==> config.mk <==
export PLATFORM = sky130hd
export DESIGN_NAME = decode_stage
export DESIGN_NICKNAME = d
export VERILOG_FILES = /design/src/rtl/decode_pkg.sv /design/src/rtl/decode_stage_fields.sv /design/src/rtl/decode_stage.sv
export SDC_FILE = /design/constraint.sdc
export NUM_CORES = 1
export LEC_CHECK = 0
export BUFFER_PORTS_ARGS = -buffer_cell sky130_fd_sc_hd__buf_2
export CAP_MARGIN = 20
export CORE_ASPECT_RATIO = 1.4
export CORE_UTILIZATION = 52
export CTS_CLUSTER_DIAMETER = 100
export DETAILED_ROUTE_END_ITERATION = 8
export GPL_TIMING_DRIVEN = 0
export PLACE_DENSITY = 0.79
export SLEW_MARGIN = 0
export SYNTH_ARGS = -nofsm -noshare
export SYNTH_HDL_FRONTEND = slang
export SYNTH_SLANG_ARGS = --single-unit
==> constraint.sdc <==
create_clock -name clk -period 1.9 [get_ports clk]
set_input_delay 0.095 -clock clk [delete_from_list [all_inputs] [get_ports clk]]
set_output_delay 0.095 -clock clk [all_outputs]
set_load 0.005 [all_outputs]
==> src/rtl/decode_pkg.sv <==
// Shared types and constants for the KGP-RISC decode stage.
// Contents: the instruction class enum, opcode values, instruction field bit
// positions, and the packed struct of decoded fields produced by decode_fields.
package decode_pkg;

  typedef enum logic [2:0] {
    ALU_R   = 3'd0,
    ALU_I   = 3'd1,
    LOAD    = 3'd2,
    STORE   = 3'd3,
    BRANCH  = 3'd4,
    JUMP    = 3'd5,
    ILLEGAL = 3'd7
  } instr_class_t;

  localparam logic [5:0] OP_ALU_R  = 6'd0;
  localparam logic [5:0] OP_ALU_I  = 6'd1;
  localparam logic [5:0] OP_LOAD   = 6'd2;
  localparam logic [5:0] OP_STORE  = 6'd3;
  localparam logic [5:0] OP_BRANCH = 6'd4;
  localparam logic [5:0] OP_JUMP   = 6'd5;

  // Field positions (fixed for a 32-bit instruction word).
  localparam int OPC_HI = 31;
  localparam int OPC_LO = 26;
  localparam int RD_HI  = 25;
  localparam int RD_LO  = 21;
  localparam int RS_HI  = 20;
  localparam int RS_LO  = 16;
  localparam int SH_HI  = 15;
  localparam int SH_LO  = 11;
  localparam int EXT_HI = 10;
  localparam int EXT_LO = 0;
  localparam int IMM_HI = 20;
  localparam int OFF_HI = 25;

  // Width-independent part of a decoded entry; PC and the XLEN-wide
  // sign-extended values are carried next to it in the stage.
  typedef struct packed {
    logic [5:0]   opcode;
    logic [4:0]   rd;
    logic [4:0]   rs;
    logic [4:0]   shamt;
    logic [10:0]  ext;
    instr_class_t cls;
    logic         illegal;
  } dec_fields_t;

endpackage

==> src/rtl/decode_stage_fields.sv <==
// decode_fields: purely combinational instruction splitter and classifier.
// Ports:
//   instr  in  IW    raw instruction (bits above 31 ignored)
//   fields out       opcode/rd/rs/shamt/ext, class and illegal flag
//   imm    out XLEN  sign-extended instr[20:0]
//   offset out XLEN  sign-extended instr[25:0]
module decode_fields
  import decode_pkg::*;
#(
  parameter int IW   = 32,
  parameter int XLEN = 32
) (
  input  logic [IW-1:0]   instr,
  output dec_fields_t     fields,
  output logic [XLEN-1:0] imm,
  output logic [XLEN-1:0] offset
);

  // Field extraction, sign extension and opcode classification.
  always_comb begin
    fields         = '0;
    fields.opcode  = instr[OPC_HI:OPC_LO];
    fields.rd      = instr[RD_HI:RD_LO];
    fields.rs      = instr[RS_HI:RS_LO];
    fields.shamt   = instr[SH_HI:SH_LO];
    fields.ext     = instr[EXT_HI:EXT_LO];
    fields.illegal = 1'b0;
    imm    = {{(XLEN-IMM_HI-1){instr[IMM_HI]}}, instr[IMM_HI:0]};
    offset = {{(XLEN-OFF_HI-1){instr[OFF_HI]}}, instr[OFF_HI:0]};
    case (instr[OPC_HI:OPC_LO])
      OP_ALU_R:  fields.cls = ALU_R;
      OP_ALU_I:  fields.cls = ALU_I;
      OP_LOAD:   fields.cls = LOAD;
      OP_STORE:  fields.cls = STORE;
      OP_BRANCH: fields.cls = BRANCH;
      OP_JUMP:   fields.cls = JUMP;
      default: begin
        fields.cls     = ILLEGAL;
        fields.illegal = 1'b1;
      end
    endcase
  end

endmodule

==> src/rtl/decode_stage.sv <==
// decode_stage: registered KGP-RISC instruction decode with a 2-entry skid
// buffer and saturating decoded/illegal counters.
// Ports:
//   clk, rst (sync, active-high), flush
//   in_valid/in_ready/in_instr/in_pc       upstream handshake from fetch
//   out_valid/out_ready/out_*              decoded entry towards execute
//   decoded_cnt, illegal_cnt               saturating counts of output transfers
module decode_stage
  import decode_pkg::*;
#(
  parameter int IW   = 32,
  parameter int XLEN = 32,
  parameter int PCW  = 32,
  parameter int CNTW = 16
) (
  input  logic            clk,
  input  logic            rst,
  input  logic            flush,
  input  logic            in_valid,
  output logic            in_ready,
  input  logic [IW-1:0]   in_instr,
  input  logic [PCW-1:0]  in_pc,
  output logic            out_valid,
  input  logic            out_ready,
  output logic [PCW-1:0]  out_pc,
  output logic [5:0]      out_opcode,
  output logic [4:0]      out_rd,
  output logic [4:0]      out_rs,
  output logic [4:0]      out_shamt,
  output logic [10:0]     out_ext,
  output logic [XLEN-1:0] out_imm,
  output logic [XLEN-1:0] out_offset,
  output logic [2:0]      out_class,
  output logic            out_illegal,
  output logic [CNTW-1:0] decoded_cnt,
  output logic [CNTW-1:0] illegal_cnt
);

  typedef struct packed {
    logic [PCW-1:0]  pc;
    dec_fields_t     f;
    logic [XLEN-1:0] imm;
    logic [XLEN-1:0] offset;
  } entry_t;

  entry_t          incoming;
  entry_t          main_entry;
  entry_t          skid_entry;
  logic            main_valid;
  logic            skid_valid;
  logic            in_fire;
  logic            out_fire;
  logic            main_free;
  dec_fields_t     dec_f;
  logic [XLEN-1:0] dec_imm;
  logic [XLEN-1:0] dec_offset;

  decode_fields #(.IW(IW), .XLEN(XLEN)) u_fields (
    .instr  (in_instr),
    .fields (dec_f),
    .imm    (dec_imm),
    .offset (dec_offset)
  );

  assign incoming = '{pc: in_pc, f: dec_f, imm: dec_imm, offset: dec_offset};

  // Ready depends only on state (and reset), never on out_ready.
  assign in_ready  = ~skid_valid & ~rst;
  assign in_fire   = in_valid & in_ready;
  assign out_fire  = main_valid & out_ready;
  // Main entry can take new data this edge: empty or being drained.
  assign main_free = ~main_valid | out_ready;

  // Skid buffer: main drives the outputs, skid absorbs one extra entry.
  always_ff @(posedge clk) begin
    if (rst) begin
      main_valid <= 1'b0;
      skid_valid <= 1'b0;
      main_entry <= '0;
      skid_entry <= '0;
    end else if (flush) begin
      // Data is left in place; only validity is dropped.
      main_valid <= 1'b0;
      skid_valid <= 1'b0;
    end else if (main_free) begin
      if (skid_valid) begin
        main_entry <= skid_entry;
        main_valid <= 1'b1;
        skid_valid <= in_fire;
        if (in_fire) begin
          skid_entry <= incoming;
        end
      end else begin
        main_valid <= in_fire;
        if (in_fire) begin
          main_entry <= incoming;
        end
      end
    end else if (in_fire) begin
      skid_entry <= incoming;
      skid_valid <= 1'b1;
    end
  end

  // Saturating counters; a transfer in a flush cycle still counts.
  always_ff @(posedge clk) begin
    if (rst) begin
      decoded_cnt <= '0;
      illegal_cnt <= '0;
    end else if (out_fire) begin
      if (decoded_cnt != {CNTW{1'b1}}) begin
        decoded_cnt <= decoded_cnt + {{(CNTW-1){1'b0}}, 1'b1};
      end
      if (main_entry.f.illegal && (illegal_cnt != {CNTW{1'b1}})) begin
        illegal_cnt <= illegal_cnt + {{(CNTW-1){1'b0}}, 1'b1};
      end
    end
  end

  assign out_valid   = main_valid;
  assign out_pc      = main_entry.pc;
  assign out_opcode  = main_entry.f.opcode;
  assign out_rd      = main_entry.f.rd;
  assign out_rs      = main_entry.f.rs;
  assign out_shamt   = main_entry.f.shamt;
  assign out_ext     = main_entry.f.ext;
  assign out_imm     = main_entry.imm;
  assign out_offset  = main_entry.offset;
  assign out_class   = main_entry.f.cls;
  assign out_illegal = main_entry.f.illegal;

endmodule

==> flow_metrics.py <==
metrics = {
    "pwr": {
        "ir_drop_mv": 0.6481,
        "pwr-share-seq": 0.467,
        "switchingPower_mw": 2.108,
        "clockPowerShare": 0.425,
        "p_per_area_mw_per_mm2": 762.1,
        "combinationalPowerShare": 0.108,
        "swShare": 0.2649,
        "p_int_mw": 5.850,
        "p_leak_nw": 4.293,
    },
    "placed_design": {
        "io_buffers": 234,
        "place_ws_ps": -213.8,
        "place_congestion": 0.8099,
        "dpl.hpwl_um": 15190,
        "dpl_cell_area_mm2": 0.009109,
    },
    "synth": {
        "ys_ff_latch": 170,
        "yosys_most_used_dff": "dfxtp_1",
        "synth-edff-count": 0,
        "synth_top_area_frac": 0.4419,
        "syn_nets": 952,
        "synthArstFlopShare": 0,
        "synth_cell_types": 42,
        "yosysSeqAreaShare": 0.4419,
        "syn_area_per_cell_um2": 8.741,
        "synthTopCellsByArea": "dfxtp_1, mux2i_1, nand2_1",
        "syn_inst": 881,
        "ys_warn_count": 0,
        "yosys.area.top_type": "dfxtp_1",
        "syn_area_mm2": 0.007701,
    },
    "layout": {
        "diodes": 0,
        "nFillCells": 1132,
        "area_growth_pct": 35.61,
        "drive_gt1_frac": 0.3339,
        "fin_area_mm2": 0.01044,
        "nets": 1274,
    },
    "min_path": {
        "hold_class": "input pin to flop",
        "holdPathEnd": "out_opcode[4]",
        "whs_path_depth": 3,
        "min-delay-start": "in_instr[30]",
    },
    "routing": {
        "vias": 7564,
        "wl_um": 22280,
        "dr.pass1.iters": 5,
        "via_per_inst": 5.384,
        "ant_nets": 0,
        "wl_per_cell_um": 15.86,
        "drc": 0,
        "drtIter0Drc": 283,
    },
    "floorplanning": {
        "die_x_um": 104.9,
        "die_h_um": 146.0,
        "die_area_mm2": 0.01531,
        "io_pins": 235,
        "initial_utilization": 0.5332,
        "design.core.area_mm2": 0.01444,
        "row_count": 52,
    },
    "sta": {
        "slew_violations": 0,
        "fin_setup_tns_ps": 0,
        "setup_viol_count_final": 0,
        "slew_headroom": 0.4783,
        "period_share": 0.9611,
        "hold_viol_final": 0,
        "fmax_mhz": 547.6,
        "finalWorstSetupSlack_ps": 73.82,
        "holdWs_ps": 73.96,
        "clock_skew_ps": 6.538,
        "worstMarginPinSlew_ps": 782.6,
        "post-route-min-period_ps": 1826,
    },
    "clock_tree": {
        "htree_num_levels": 4,
        "path_clk_slew_ps": 70,
        "tritoncts": "done",
        "cts_buffer_depth": 2,
        "numCtsBuffers": 17,
        "clock-sinks": 170,
        "clk_latency_ps": 430,
        "root_buffer": "clkbuf_16",
    },
    "grt": {
        "grtUsageTotal": 0.2865,
        "grt_pass1_wl_um": 34950,
        "grt_overflow": 0,
        "grt_pass1_vias": 7052,
        "antenna_found_initial": 0,
        "grt_max_degree": 19,
    },
    "worst_setup_path": {
        "cp-end-kind": "flop",
        "rr_endpoint": "out_pc[13]",
        "worstReg2RegStart": "out_valid",
        "critPathRequiredTime_ps": 2180,
        "crit_type": "flop to flop",
        "worst_r2r_path_depth": 5,
        "crit_arrival_ps": 2110,
        "crit_fanout": 10,
        "worstSetupStartpointType": "flop",
        "r2r_slack_ps": 70,
    },
    "outcome": {
        "run_status": "finished clean",
    },
    "flow_run": {
        "cap_viol_max_count": 0,
    },
}
[cell usage in the layout, fill, tap and decap left out, types with 2 or more instances in the layout]
master / count
a211oi_1: 51
nor4_2: 3
dfxtp_1: 166
nor2_1: 82
nand2_1: 143
nor4_4: 3
clkbuf_2: 6
nor2b_1: 4
nand4_1: 13
mux2i_1: 70
dfxtp_2: 4
a211oi_2: 20
clkinv_4: 3
buf_2: 253
nand3_1: 13
buf_4: 75
a31oi_1: 5
clkbuf_16: 17
nand2b_1: 5
clkbuf_1: 26
or3_1: 8
dlygate4sd3_1: 66
inv_1: 8
or4_1: 11
inv_8: 6
nor3_1: 5
inv_6: 5
a21oi_1: 86
a311oi_1: 2
o21ai_0: 13
clkbuf_4: 2
nor4_1: 7
o31ai_1: 8
and4_1: 4
o41ai_1: 4
[sequential cells by signal (all words and copies together) (netlist names), 4 cells and up]
register	cells
out_pc	32
illegal_cnt	16
out_opcode	6
out_rd	4
skid_entry	68
out_rs	4
out_ext	10
decoded_cnt	16
out_shamt	4
[cell families (layout without fill, tap and decap cells)]
kind of cell	after synthesis	count (layout)	share of synthesized area
AOI/OAI and AO/OA	194	194	0.1716
muxes	71	71	0.09244
buffers and inverters	134	469	0.1033
DFF	170	170	0.4419
adders and majority gates	2	2	0.003249
and+or+nand+nor	310	310	0.1875
[cell type report]
class                      count  area, um^2  area share
sequential                   170        3408      0.3263
timing repair buffer         305        1874      0.1795
multi-input combinational    577        3556      0.3405
clock buffer                  17       425.4     0.04073
tap                          189       236.5     0.02264
buffer                       124       770.7     0.07380
inverter                       8       30.03    0.002875
clock inverter                15       142.6     0.01366
[worst max-delay path, stage by stage, from the launching register on]
cell,delay (ps)
dfxtp_1,320
buf_4,170
a221oi_4,460
buf_4,290
buf_2,310
a211oi_1,120
[through the flow]
step,power [mW],cells,utilization
floorplan,4.186,881,-
global placement,4.511,1304,0.6306
detailed placement,4.529,1304,0.6306
CTS,7.971,1400,0.7173
global route,8.236,1405,0.7231
finish,7.959,1405,0.7231
[routing by layer]
layer  vias to the layer above  part of all wire  global-route usage
met4                         0             0.028              0.1155
met5                         -                 0                   0
met1                      3569              0.40              0.3210
met2                       244              0.52              0.5232
li1                       3694                 -                   -
met3                        57             0.051             0.06001
[cell usage after synthesis, types with 12 or more instances]
| master | instances |
|---|---|
| nor2_1 | 82 |
| a211oi_1 | 51 |
| buf_4 | 71 |
| a21oi_1 | 86 |
| buf_2 | 21 |
| a211oi_2 | 20 |
| nand4_1 | 13 |
| mux2i_1 | 70 |
| nand2_1 | 143 |
| clkbuf_1 | 34 |
| o21ai_0 | 13 |
| or4_1 | 12 |
| dfxtp_1 | 170 |
| nand3_1 | 13 |
[power groups by stage]
| stage | clock network (mW) | logic [mW] | registers (mW) |
|---|---|---|---|
| 2_1_floorplan | 0 | 0.389 | 3.80 |
| 3_3_place_gp | 0 | 0.719 | 3.79 |
| 3_5_place_dp | 0 | 0.732 | 3.80 |
| 4_1_cts | 3.41 | 0.845 | 3.72 |
| 5_1_grt | 3.58 | 0.926 | 3.73 |
| 6_report | 3.39 | 0.857 | 3.72 |
[timing repair]
item	4_1_cts	5_1_grt
setup endpoints to repair	112	66
resized for setup	7	16
endpoints found under the hold margin	69	0
pin swaps	0	5
cloned	0	0
hold buffers	66	0
buffers inserted	0	4
[worst max path at each step]
stage | startpoint | to | cells after the start
after floorplan | decoded_cnt[0] | decoded_cnt[0] | 6
after global placement | decoded_cnt[0] | decoded_cnt[9] | 6
after detailed placement | decoded_cnt[0] | decoded_cnt[7] | 6
after CTS | illegal_cnt[0] | illegal_cnt[2] | 7
after global routing | decoded_cnt[1] | decoded_cnt[7] | 6
final | out_valid | out_pc[13] | 5
Power figures use the tool's default switching activity.
